## src/rtl/muldiv_controller.sv

```systemverilog
// RV32M multiply/divide sequencer: radix-2 shift-add multiply and restoring divide over DATA_W cycles.
// Optional stall-cycle counter output StallCycles enabled by defining MULDIV_PERF_CNT_EN.
module muldiv_controller #(
  parameter int DATA_W = 32
) (
  input  logic              clk,
  input  logic              reset,
  input  logic              start,
  input  logic              flush,
  input  logic [2:0]        Funct3,
  input  logic [DATA_W-1:0] SrcA,
  input  logic [DATA_W-1:0] SrcB,
  output logic              stall,
  output logic              busy,
  output logic              done,
  output logic [DATA_W-1:0] Result
`ifdef MULDIV_PERF_CNT_EN
  ,
  output logic [31:0]       StallCycles
`endif
);

  localparam int CNT_W = (DATA_W > 1) ? $clog2(DATA_W) : 1;

  localparam logic [2:0] F_MUL    = 3'b000;
  localparam logic [2:0] F_MULH   = 3'b001;
  localparam logic [2:0] F_MULHSU = 3'b010;
  localparam logic [2:0] F_MULHU  = 3'b011;
  localparam logic [2:0] F_DIV    = 3'b100;
  localparam logic [2:0] F_DIVU   = 3'b101;
  localparam logic [2:0] F_REM    = 3'b110;

  typedef enum logic [1:0] {IDLE, CALC, DONE} state_t;

  state_t             state;
  logic [2:0]         op;
  logic               neg_a;
  logic               neg_b;
  logic [DATA_W-1:0]  opnd;
  logic [DATA_W-1:0]  acc_hi;
  logic [DATA_W-1:0]  acc_lo;
  logic [CNT_W-1:0]   cnt;
  logic               done_q;

  function automatic logic [DATA_W-1:0] cond_neg(input logic [DATA_W-1:0] x, input logic n);
    return n ? -x : x;
  endfunction

  function automatic logic [2*DATA_W-1:0] cond_neg2(input logic [2*DATA_W-1:0] x, input logic n);
    return n ? -x : x;
  endfunction

  // Operand decode at issue
  logic                     sgn_a_in;
  logic                     sgn_b_in;
  logic signed [DATA_W-1:0] src_a_s;
  logic signed [DATA_W-1:0] src_b_s;
  logic [DATA_W-1:0]        mag_a_in;
  logic [DATA_W-1:0]        mag_b_in;
  logic                     div_zero;
  logic                     div_ovf;
  logic [DATA_W-1:0]        fast_res;

  always_comb begin
    src_a_s  = SrcA;
    src_b_s  = SrcB;
    sgn_a_in = (src_a_s < 0) &&
               (Funct3 == F_MULH || Funct3 == F_MULHSU || Funct3 == F_DIV || Funct3 == F_REM);
    sgn_b_in = (src_b_s < 0) && (Funct3 == F_MULH || Funct3 == F_DIV || Funct3 == F_REM);
    mag_a_in = cond_neg(SrcA, sgn_a_in);
    mag_b_in = cond_neg(SrcB, sgn_b_in);
    div_zero = Funct3[2] && (SrcB == '0);
    div_ovf  = (Funct3 == F_DIV || Funct3 == F_REM) &&
               (SrcA == {1'b1, {(DATA_W-1){1'b0}}}) && (src_b_s == -1);
    if (div_zero) fast_res = Funct3[1] ? SrcA : '1;
    else          fast_res = Funct3[1] ? '0 : SrcA;
  end

  // One iteration: multiply adds/shifts right, divide shifts left/subtracts
  logic [DATA_W:0]     mul_sum;
  logic [DATA_W:0]     div_shift;
  logic [DATA_W-1:0]   div_diff;
  logic                div_ge;
  logic [DATA_W-1:0]   nxt_hi;
  logic [DATA_W-1:0]   nxt_lo;
  logic [2*DATA_W-1:0] prod;
  logic [DATA_W-1:0]   calc_res;

  always_comb begin
    mul_sum   = {1'b0, acc_hi} + (acc_lo[0] ? {1'b0, opnd} : '0);
    div_shift = {acc_hi, acc_lo[DATA_W-1]};
    div_diff  = div_shift[DATA_W-1:0] - opnd;
    div_ge    = (div_shift >= {1'b0, opnd});
    if (op[2]) begin
      nxt_hi = div_ge ? div_diff : div_shift[DATA_W-1:0];
      nxt_lo = {acc_lo[DATA_W-2:0], div_ge};
    end else begin
      nxt_hi = mul_sum[DATA_W:1];
      nxt_lo = {mul_sum[0], acc_lo[DATA_W-1:1]};
    end
    prod = cond_neg2({nxt_hi, nxt_lo}, neg_a ^ neg_b);
    case (op)
      F_MUL:                     calc_res = prod[DATA_W-1:0];
      F_MULH, F_MULHSU, F_MULHU: calc_res = prod[2*DATA_W-1:DATA_W];
      F_DIV, F_DIVU:             calc_res = cond_neg(nxt_lo, neg_a ^ neg_b);
      default:                   calc_res = cond_neg(nxt_hi, neg_a);
    endcase
  end

  always_ff @(posedge clk or posedge reset) begin
    if (reset) begin
      state  <= IDLE;
      op     <= '0;
      neg_a  <= 1'b0;
      neg_b  <= 1'b0;
      opnd   <= '0;
      acc_hi <= '0;
      acc_lo <= '0;
      cnt    <= '0;
      done_q <= 1'b0;
      Result <= '0;
    end else begin
      case (state)
        IDLE: begin
          done_q <= 1'b0;
          if (start && !flush) begin
            op     <= Funct3;
            neg_a  <= sgn_a_in;
            neg_b  <= sgn_b_in;
            cnt    <= CNT_W'(DATA_W-1);
            acc_hi <= '0;
            opnd   <= Funct3[2] ? mag_b_in : mag_a_in;
            acc_lo <= Funct3[2] ? mag_a_in : mag_b_in;
            if (div_zero || div_ovf) begin
              state  <= DONE;
              Result <= fast_res;
              done_q <= 1'b1;
            end else begin
              state  <= CALC;
            end
          end
        end
        CALC: begin
          if (flush) begin
            state <= IDLE;
          end else begin
            acc_hi <= nxt_hi;
            acc_lo <= nxt_lo;
            cnt    <= cnt - 1'b1;
            if (cnt == '0) begin
              state  <= DONE;
              Result <= calc_res;
              done_q <= 1'b1;
            end
          end
        end
        DONE: begin
          state  <= IDLE;
          done_q <= 1'b0;
        end
        default: begin
          state  <= IDLE;
          done_q <= 1'b0;
        end
      endcase
    end
  end

  // A flush during DONE hides the pulse so the squashed result is never captured
  assign done  = done_q && !flush;
  assign busy  = (state != IDLE);
  assign stall = ((state == IDLE) && start && !flush) || (state == CALC);

`ifdef MULDIV_PERF_CNT_EN
  always_ff @(posedge clk or posedge reset) begin
    if (reset)      StallCycles <= '0;
    else if (stall) StallCycles <= StallCycles + 32'd1;
  end
`endif

endmodule

```

## config.mk

```make
export PLATFORM = sky130hd
export DESIGN_NAME = muldiv_controller
export DESIGN_NICKNAME = d
export VERILOG_FILES = /design/src/rtl/muldiv_controller.sv
export SDC_FILE = /design/constraint.sdc
export NUM_CORES = 1
export LEC_CHECK = 0
export BUFFER_PORTS_ARGS = -buffer_cell sky130_fd_sc_hd__buf_2
export CORE_AREA = 2 2 186 188
export DETAILED_ROUTE_END_ITERATION = 16
export DIE_AREA = 0 0 188 190
export PLACE_DENSITY_LB_ADDON = 0.25
export SYNTH_ARGS = -nofsm -noshare
export SYNTH_HDL_FRONTEND = slang
export SYNTH_SLANG_ARGS = --single-unit
```

## constraint.sdc

```tcl
create_clock -name clk -period 7.1 [get_ports clk]
set_clock_uncertainty 0.05 [all_clocks]
set_input_delay 0.355 -clock clk [delete_from_list [all_inputs] [get_ports clk]]
set_output_delay 0.355 -clock clk [all_outputs]
set_load 0.1 [all_outputs]
```

# After elaboration in Yosys (flattened, before gate mapping)
# Cells that the tools add are included.
# word_totals
ff_bits	141
latch_bits	0
ramBits	0
mem_bits_ro	0
input_bits	71
output_inout_bits	35
wordCells	109
n_memories	0
# op_classes
n_addsub	8
multipliers	0
div	0
magnitude_cmp	3
n_eq_ne	17
shift	0
n_mux	39
bitwise_logic	1
n_reduce_logical	31
# ops
op	count
32-bit 2-to-1 mux	21
32-bit case mux with 2 select lines	3
32-bit negation	4
32-bit case mux with 3 select lines	1
32-bit by 1-bit < comparator with 1-bit output (second input constant)	2
64-bit 2-to-1 mux	1
64-bit negation	1
32-bit by 32-bit adder with 33-bit output	1
33-bit by 32-bit >= comparator with 1-bit output	1
32-bit by 1-bit equality test with 1-bit output (second input constant)	1
32-bit equality test (second input constant)	1
32-bit logical NOT	1
32-bit subtractor	1
3-bit equality test (second input constant)	4
5-bit 2-to-1 mux	2
5-bit case mux with 2 select lines	1
3-bit by 2-bit equality test with 1-bit output (second input constant)	3
1-bit logical AND	9
1-bit logical OR	8
2-bit 2-to-1 mux	4
2-bit != test (second input constant)	4
3-bit by 1-bit equality test with 1-bit output (second input constant)	2
2-bit AND reduction	3
5-bit logical NOT	1
15 further kinds	19

# Longest topological paths before layout
# Gate-level depths: netlist of the first run.
# logic_depth
depth_word	9
mapped_depth	24
mapped_depth_nobuf	21

# Worst setup path after synthesis of the first run
# No wires, ideal clock.
# synth_timing
path_type	register to register
start	reg acc_hi[5]
end	reg Result[26]
setup_ns	0.142
t_arrival_ns	4.855
t_required_ns	6.908
setup_slack_ns	2.053
stages_incl_launch_ff	24
path_buffers	3
synth_period_minus_slack_ns	5.047
cell_sequence	dfrtp_1 -> ha_1 -> buf_2 -> a21o_1 -> a31o_1 -> a41o_1 -> o31a_1 -> buf_2 -> nor3_2 -> nor2_1 -> inv_2 -> ha_1 -> o21ai_0 -> nor2_1 -> and2_1 -> clkbuf_1 -> nand3_1 -> nor2_1 -> nor4b_2 -> and4bb_2 -> a41oi_1 -> xor2_1 -> a221oi_1 -> a211oi_1
# synth_via
elab_chain_cells	9
word_cells_on_any_way	16
classes_between	5 x add/sub; 1 x order compare; 10 x mux
# synth_rtl
item	line	text
from (decl)	40	logic [DATA_W-1:0] acc_hi;
from (signal assigned)	147	acc_hi <= nxt_hi;
32-bit subtractor or 33-bit by 32-bit >= comparator with 1-bit output (tied branches)	92, 93	
32-bit 2-to-1 mux	95	nxt_hi = div_ge ? div_diff : div_shift[DATA_W-1:0];
32-bit 2-to-1 mux	94	if (op[2]) begin
64-bit negation or 32-bit negation (tied branches)	50, 46	
64-bit 2-to-1 mux or 32-bit 2-to-1 mux (tied branches)	50, 46	
32-bit case mux with 3 select lines *	102	case (op)
32-bit 2-to-1 mux *	150	if (cnt == '0) begin
32-bit 2-to-1 mux *	144	if (flush) begin
32-bit case mux with 2 select lines *	123	case (state)
to (signal assigned)	136	Result <= fast_res;
to (signal assigned)	152	Result <= calc_res;
to (decl)	16	output logic [DATA_W-1:0] Result
# Mark *: on every way between the ends. The rest lies on a longest branch, timed or not. The select of a mux whose other input is x is not followed.
# A chain may end at the register's enable or synchronous reset.

# Worst setup path after layout of the first run
# layout_timing
start	reg acc_hi[21]
end	reg Result[30]
# Same word-level chain as after synthesis.

==> results.md, run 1 <==
* Rel. slew slack at 17.4%
* Tot Pwr at 8.31 mW
* Core area at 33,900 µm²
* Footprint of the multi-input gates at 12,200 µm²
* Pin count of the biggest net entering global routing at 107
* Flop and latch count out of synthesis at 141
* Crit path time final at 6.46 ns
* Initial antenna violation count at 4
* Syn-to-layout area delta at 8.07%
* Routed length per instance at 25.5 µm
* Initial Util at 49.0%
* Residual DRC at 0
* Kind of start point of the critical path: flip-flop
* Unique masters post-synth at 95
* Post-synthesis sequential area ratio at 21.2%
* Syn_nets at 2,405
* Most frequent cell after synthesis: nor2_1
* Worst-path clk slew at roughly 0.070 ns
* Final number of max-transition violations at 0
* Fmax at 155 MHz
* Avg Inst Size Synth at between 7 and 8 µm²
* Critical path launch point: acc_hi[21]
* End of the critical path: Result[30]
* Die height at 190 µm
* CTS tree: done
* Unrepaired setup endpoints after global routing: false
* Clock root cell: clkbuf_16
* Die area at 35,700 µm²
* Clk_lat worst skew at approximately 0.46 ns
* WL final at around 70 mm
* Placed Area at 17,400 µm²
* R2R Path End: Result[30]
* CTS Sinks at roughly 140
* Initial DRC Count at 2,299
* Final #Nets at 2,407
* Die Wd at 188 µm
* Worst vdd ir at 0.346 mV
* Final ANT Viol Nets at 0
* Internal reg-to-reg setup slack at 0.64 ns
* # port buffers at 105
* R2r startpoint: acc_hi[21]
* # fillers at 3,316
* Global-route usage over all layers at 38.3%
* Rows at 68
* Final antenna diode count at 0
* Final Instance Area at 18,000 µm²
* Worst path cell trace: ha_1 > a21o_1 > a31o_2 > a221oi_1 > nand2_1 > nor3_2 > nor2_1 > inv_2 > ha_1 > o21ai_0 > nor2_1 > and2_1 > nand3_1 > nor2_1 > nor4b_2 > and4bb_2 > nand4b_1 > o41ai_1 > a21oi_1 > a21oi_1
* Yosys warnings at 0
* Post-synth ARST share at 100%
* Setup bufs post-CTS at 0
* Measured slew at the worst slew-check pin at 1.23 ns
* Ys flop type: dfrtp_1
* Clock Path Buffers at 2
* Max incr delay on CP at 0.55 ns
* Hpwl dp at 54.2 mm
* WP depth at 20
* Hold Fails Final Rpt at 0
* Vias in the first global route at 16,700
* Area leader, netlist: dfrtp_1
* Post-synth EDFFs at 0
* IO Pins at 106
* Worst min path class: in2reg
* Cell mode on critical path: nor2_1
* Layout cells sized above 1 at about a tenth
* CTS buffer count at 17
* CTS H-Tree Depth at 4
* DR pass1 iterations at 6
* Seq. cell area at 3530 µm²
* Critical path's top delay family: simple AND/OR/NAND/NOR gates
* Setup TNS at 0 ns
* CP Capture Type: flip-flop
* GRT overflow at 0
* Synth top area cells: dfrtp_1 (21%), a21oi_1 (6.6%), o21ai_0 (5.8%)
* Synth Instances at 2,261
* Drt via density at 6.68
* Status: completed
* Crit path kind: reg2reg
* Fin crit share at 90.9%
* Final setup viols at 0
* Worst Path Max Fanout at 12
* CP arrival at approximately 6.8 ns
* Max_cap viols at 0
* Buf+Inv Stages, Crit Path at 1
* Slowest cell on the critical path: nor4b_2
* Vias after detailed routing at around 18,000
* Leak at 7.40 nW
* Area share of the largest cell type after synthesis at 21.2%
* Worst endpoint required time at 7.40 ns
* Power Density at 462 nW/µm²
* Top post-synthesis cells by count: nor2_1 (243), a21oi_1 (220), nand2_1 (213), o21ai_0 (192), dfrtp_1 (141)
* Worst R2R Path Depth at 20
* First-pass GRT wire length at approximately 100 mm
* Synth Cell Area at 16,600 µm²
* Final Wtd Congestion at roughly 1
how the worst min path moves through the flow:
stage          startpoint   endpoint  cells past startpoint
2_1_floorplan       flush   state[0]                      1
4_1_cts             flush   state[0]                      2
6_report            flush   state[0]                      2
3_5_place_dp    Result[9]  Result[9]                      2
5_1_grt             flush   state[0]                      2
3_3_place_gp    Result[0]  Result[0]                      2
logic make-up after synthesis:
logic type	after synthesis	share of synthesized area (%)
compound gates	755	28.9
xor+xnor	176	9.27
fa+ha+maj	101	7.27
buf+inv	224	5.43
flops	141	21.2
mux	68	4.26
simple gates	796	23.7
state kept, by name, indices dropped and copies added, names as in the netlist:
register and cells:
state 2, done_q 1, neg_b 1, neg_a 1
acc_lo 32, acc_hi 32, opnd 32, cnt 5
Result 32, op 3
routing by layer:
layer	vias up	wire, µm	global-route usage, %	share of wire (%)
met4	4	4220	20.9	6.1
li1	8310	-	-	-
met2	1043	29900	58.2	43
met3	212	7200	8.87	10
met5	-	31	0	0.045
met1	8680	28200	50.2	41
repair_timing:
| item | CTS | global route |
|---|---|---|
| hold endpoints to repair | 4 | 0 |
| hold buffers | 1 | 0 |
| gates resized for setup | 0 | 0 |
layout by cell type, fill, tap and decap left out, types with 53 or more instances in the layout:
master   Yosys  routed
a21oi_1    220     220
nand2_1    213     212
buf_2       31     105
ha_1        71      71
xnor2_1    102     101
o21ai_0    192     191
and2_1      54      53
nor3_1      54      54
xor2_1      74      74
nor2_1     243     240
dfrtp_1    141     140
inv_1       68      67
stage by stage:
step / worst slack (ns) / hold slack, ns / utilization [%] / instances
final: 0.645 / 0.116 / 53.0 / 2731
after global routing: 0.431 / 0.127 / 53.0 / 2731
after CTS: 0.905 / 0.108 / 53.0 / 2731
after detailed placement: 0.941 / 0.415 / 51.1 / 2698
after global placement: 1.07 / 0.414 / 51.1 / 2698
after floorplan: 2.05 / 0.378 / - / 2261
cell type report:
type / count / area share, %
multi-input combinational: 1896 / 68.0
sequential: 141 / 19.6
timing repair buffer: 135 / 4.19
tap: 455 / 3.17
clock buffer: 19 / 2.46
inverter: 72 / 1.60
clock inverter: 13 / 0.919
report_power, final:
group	internal [mW]	switching [mW]	total, mW
registers	1.06	0.319	1.38
clock network	0.564	0.404	0.968
logic	1.82	4.14	5.96
total	3.44	4.86	8.31
(Power assumes the default switching activity.)
==> inputs of run 2 (changes only) <==
--- a/config.mk
+++ b/config.mk
@@ -6,10 +6,10 @@
 export NUM_CORES = 1
 export LEC_CHECK = 0
 export BUFFER_PORTS_ARGS = -buffer_cell sky130_fd_sc_hd__buf_2
-export CORE_AREA = 2 2 186 188
+export CORE_AREA = 2 2 177 179
 export DETAILED_ROUTE_END_ITERATION = 16
-export DIE_AREA = 0 0 188 190
-export PLACE_DENSITY_LB_ADDON = 0.25
+export DIE_AREA = 0 0 179 181
+export PLACE_DENSITY = 0.78
 export SYNTH_ARGS = -nofsm -noshare
 export SYNTH_HDL_FRONTEND = slang
 export SYNTH_SLANG_ARGS = --single-unit
==> results.md, run 2 (same netlist as run 1, synthesis figures left out) <==
* Cell mode on critical path: nor2_1 (unchanged)
* Worst-path clk slew at 0.07 ns (about the same)
* Slowest cell on the critical path: a221oi_1 (was nor4b_2)
* Max_cap viols at 0 (unchanged)
* First-pass GRT wire length at 107 mm (was 104 mm)
* Worst vdd ir at 0.307 mV (was 0.346 mV)
* WL final at 71.4 mm (was 69.6 mm)
* Status: finished with violations (was completed)
* Final number of max-transition violations at 0 (unchanged)
* Layout cells sized above 1 at 10.8% (was 10.6%)
* Slack of the critical path at 0.672 ns (was 0.645 ns)
* Footprint of the multi-input gates at 12,200 µm² (about the same)
* Pin count of the biggest net entering global routing at 107 (unchanged)
* Measured slew at the worst slew-check pin at 1.25 ns (was 1.23 ns)
* CTS Sinks at 141 (unchanged)
* Die area at 32,400 µm² (was 35,700 µm²)
* Hpwl dp at 55.4 mm (was 54.2 mm)
* Routed length per instance at 26.7 µm (was 25.5 µm)
* Internal reg-to-reg setup slack at 0.67 ns (was 0.64 ns)
* CTS H-Tree Depth at 4 (unchanged)
* Worst path cell trace: inv_1 > ha_1 > a21o_1 > a31o_2 > a221oi_1 > nand2_1 > buf_4 > nor3_2 > nor2_1 > inv_2 > ha_1 > o21ai_0 > nor2_1 > and2_1 > nand3_1 > nor2_1 > nor4b_2 > and4bb_2 > a41oi_1 > xor2_1 > a221oi_1 > a211oi_1 (was ha_1 > a21o_1 > a31o_2 > a221oi_1 > nand2_1 > nor3_2 > nor2_1 > inv_2 > ha_1 > o21ai_0 > nor2_1 > and2_1 > nand3_1 > nor2_1 > nor4b_2 > and4bb_2 > nand4b_1 > o41ai_1 > a21oi_1 > a21oi_1)
* Drt via density at 6.97 (was 6.68)
* Commonest non-fill, non-tap cell in the layout: nor2_1 (unchanged)
* CP arrival at 6.65 ns (was 6.76 ns)
* Hold Buf Count CTS at 0 (was 1)
* Crit path kind: reg2reg (unchanged)
* CTS tree: done (unchanged)
* Max incr delay on CP at 0.70 ns (was 0.55 ns)
* Initial Util at 54.8% (was 49.0%)
* CP Capture Type: flip-flop (unchanged)
* Worst endpoint required time at 7.32 ns (was 7.40 ns)
* Rel. slew slack at 16.1% (was 17.4%)
* R2R Path End: Result[26] (was Result[30])
* Post-CTS sizing at 0 (unchanged)
* Clock Path Buffers at 2 (unchanged)
* # placed instances at 2,644 (was 2,698)
* Global-route usage over all layers at 44.1% (was 38.3%)
* Final #Nets at 2,412 (was 2,407)
* Unrepaired setup endpoints after global routing: false (unchanged)
* Worst Path Max Fanout at 12 (unchanged)
* Fmax at 156 MHz (was 155 MHz)
* # port buffers at 105 (unchanged)
* Initial DRC Count at 2,776 (was 2,299)
* GRT overflow at 0 (unchanged)
* Final setup viols at 0 (unchanged)
* Residual DRC at 0 (unchanged)
* Core area at 30,300 µm² (was 33,900 µm²)
* # fillers at 2,897 (was 3,316)
* Fin crit share at 90.5% (was 90.9%)
* Vias after detailed routing at 18,700 (was 18,200)
* Syn-to-layout area delta at 7.75% (was 8.07%)
* Setup TNS at 0 ns (unchanged)
* Final Instance Area at 17,900 µm² (was 18,000 µm²)
* Clk_lat worst skew at 0.46 ns (about the same)
* Leak at 7.41 nW (was 7.40 nW)
* Placed Area at 17,300 µm² (was 17,400 µm²)
* Seq. cell area at 3530 µm² (unchanged)
* IO Pins at 106 (unchanged)
* Die Wd at 179 µm (was 188 µm)
* Setup bufs post-CTS at 0 (unchanged)
* DR pass1 iterations at 10 (was 6)
* Rows at 64 (was 68)
* R2r startpoint: opnd[22] (was acc_hi[21])
* Die height at 181 µm (was 190 µm)
* Worst hold margin at -0.0298 ns (was 0.116 ns)
* Highest-count cells in the layout ignoring fill and taps: nor2_1 (241), a21oi_1 (220), nand2_1 (212), o21ai_0 (191), dfrtp_1 (140) (was nor2_1 (240), a21oi_1 (220), nand2_1 (212), o21ai_0 (191), dfrtp_1 (140))
* Vias in the first global route at 17,000 (was 16,700)
* Power Density at 469 nW/µm² (was 462 nW/µm²)
* Initial antenna violation count at 4 (unchanged)
* Final ANT Viol Nets at 0 (unchanged)
* Setup WS pre-CTS at 0.935 ns (was 0.941 ns)
* Final Wtd Congestion at 1.02 (was 1.00)
* Fin util at 59.1% (was 53.0%)
* Clock root cell: clkbuf_16 (unchanged)
* Failing checks: negative hold slack
* Finished Layout Cells at 2,679 (was 2,731)
* Kind of start point of the critical path: flip-flop (unchanged)
* Worst R2R Path Depth at 22 (was 20)
* Hold Fails Final Rpt at 20 (was 0)
* CTS buffer count at 17 (unchanged)
* Crit path time final at 6.43 ns (was 6.46 ns)
* Worst min path class: in2async (was in2reg)
## run 2: area by class of cell
type,instances,area share [%]
Antenna cell,2,0.0279
Clock inverter,12,0.768
Sequential cell,141,19.7
Multi-Input combinational cell,1896,68.2
Tap cell,396,2.76
Inverter,72,1.61
Timing Repair Buffer,140,4.38
Clock buffer,20,2.55
## run 2: how the worst max path moves through the flow
stage               cells past startpoint      start          to
floorplan                              23  acc_hi[5]  Result[26]
global placement                       22   opnd[22]  Result[26]
detailed placement                     22   opnd[22]  Result[26]
CTS                                    22   opnd[22]  Result[26]
global route                           22   opnd[25]  Result[30]
finish                                 22   opnd[22]  Result[26]
## run 2: critical path: cells and delay by family, from the launching register on
family	cells	cell delay [ns]
XOR/XNOR	1	0.20
buffers and inverters	3	0.42
adder cells (fa/ha/maj)	2	0.57
AO/OA/AOI/OAI	7	1.99
flip-flops	1	0.43
AND/OR/NAND/NOR	9	2.58
## run 2: through the flow
stage	hold slack, ns	power [mW]
2_1_floorplan	0.378	5.44
3_3_place_gp	0.415	7.16
3_5_place_dp	0.417	7.20
4_1_cts	0.00455	8.16
5_1_grt	0.0292	8.80
6_report	-0.0298	8.41
## run 2: per-layer routing
metal | GRT usage, % | share of wire [%]
met5 | 0 | 0.057
met4 | 19.0 | 4.8
met3 | 14.5 | 13
met2 | 63.4 | 42
met1 | 60.0 | 40
## run 2: report_power, final
| part | switching [mW] | internal (mW) |
|---|---|---|
| Clock | 0.412 | 0.538 |
| Combinational | 4.25 | 1.83 |
| Sequential | 0.308 | 1.06 |
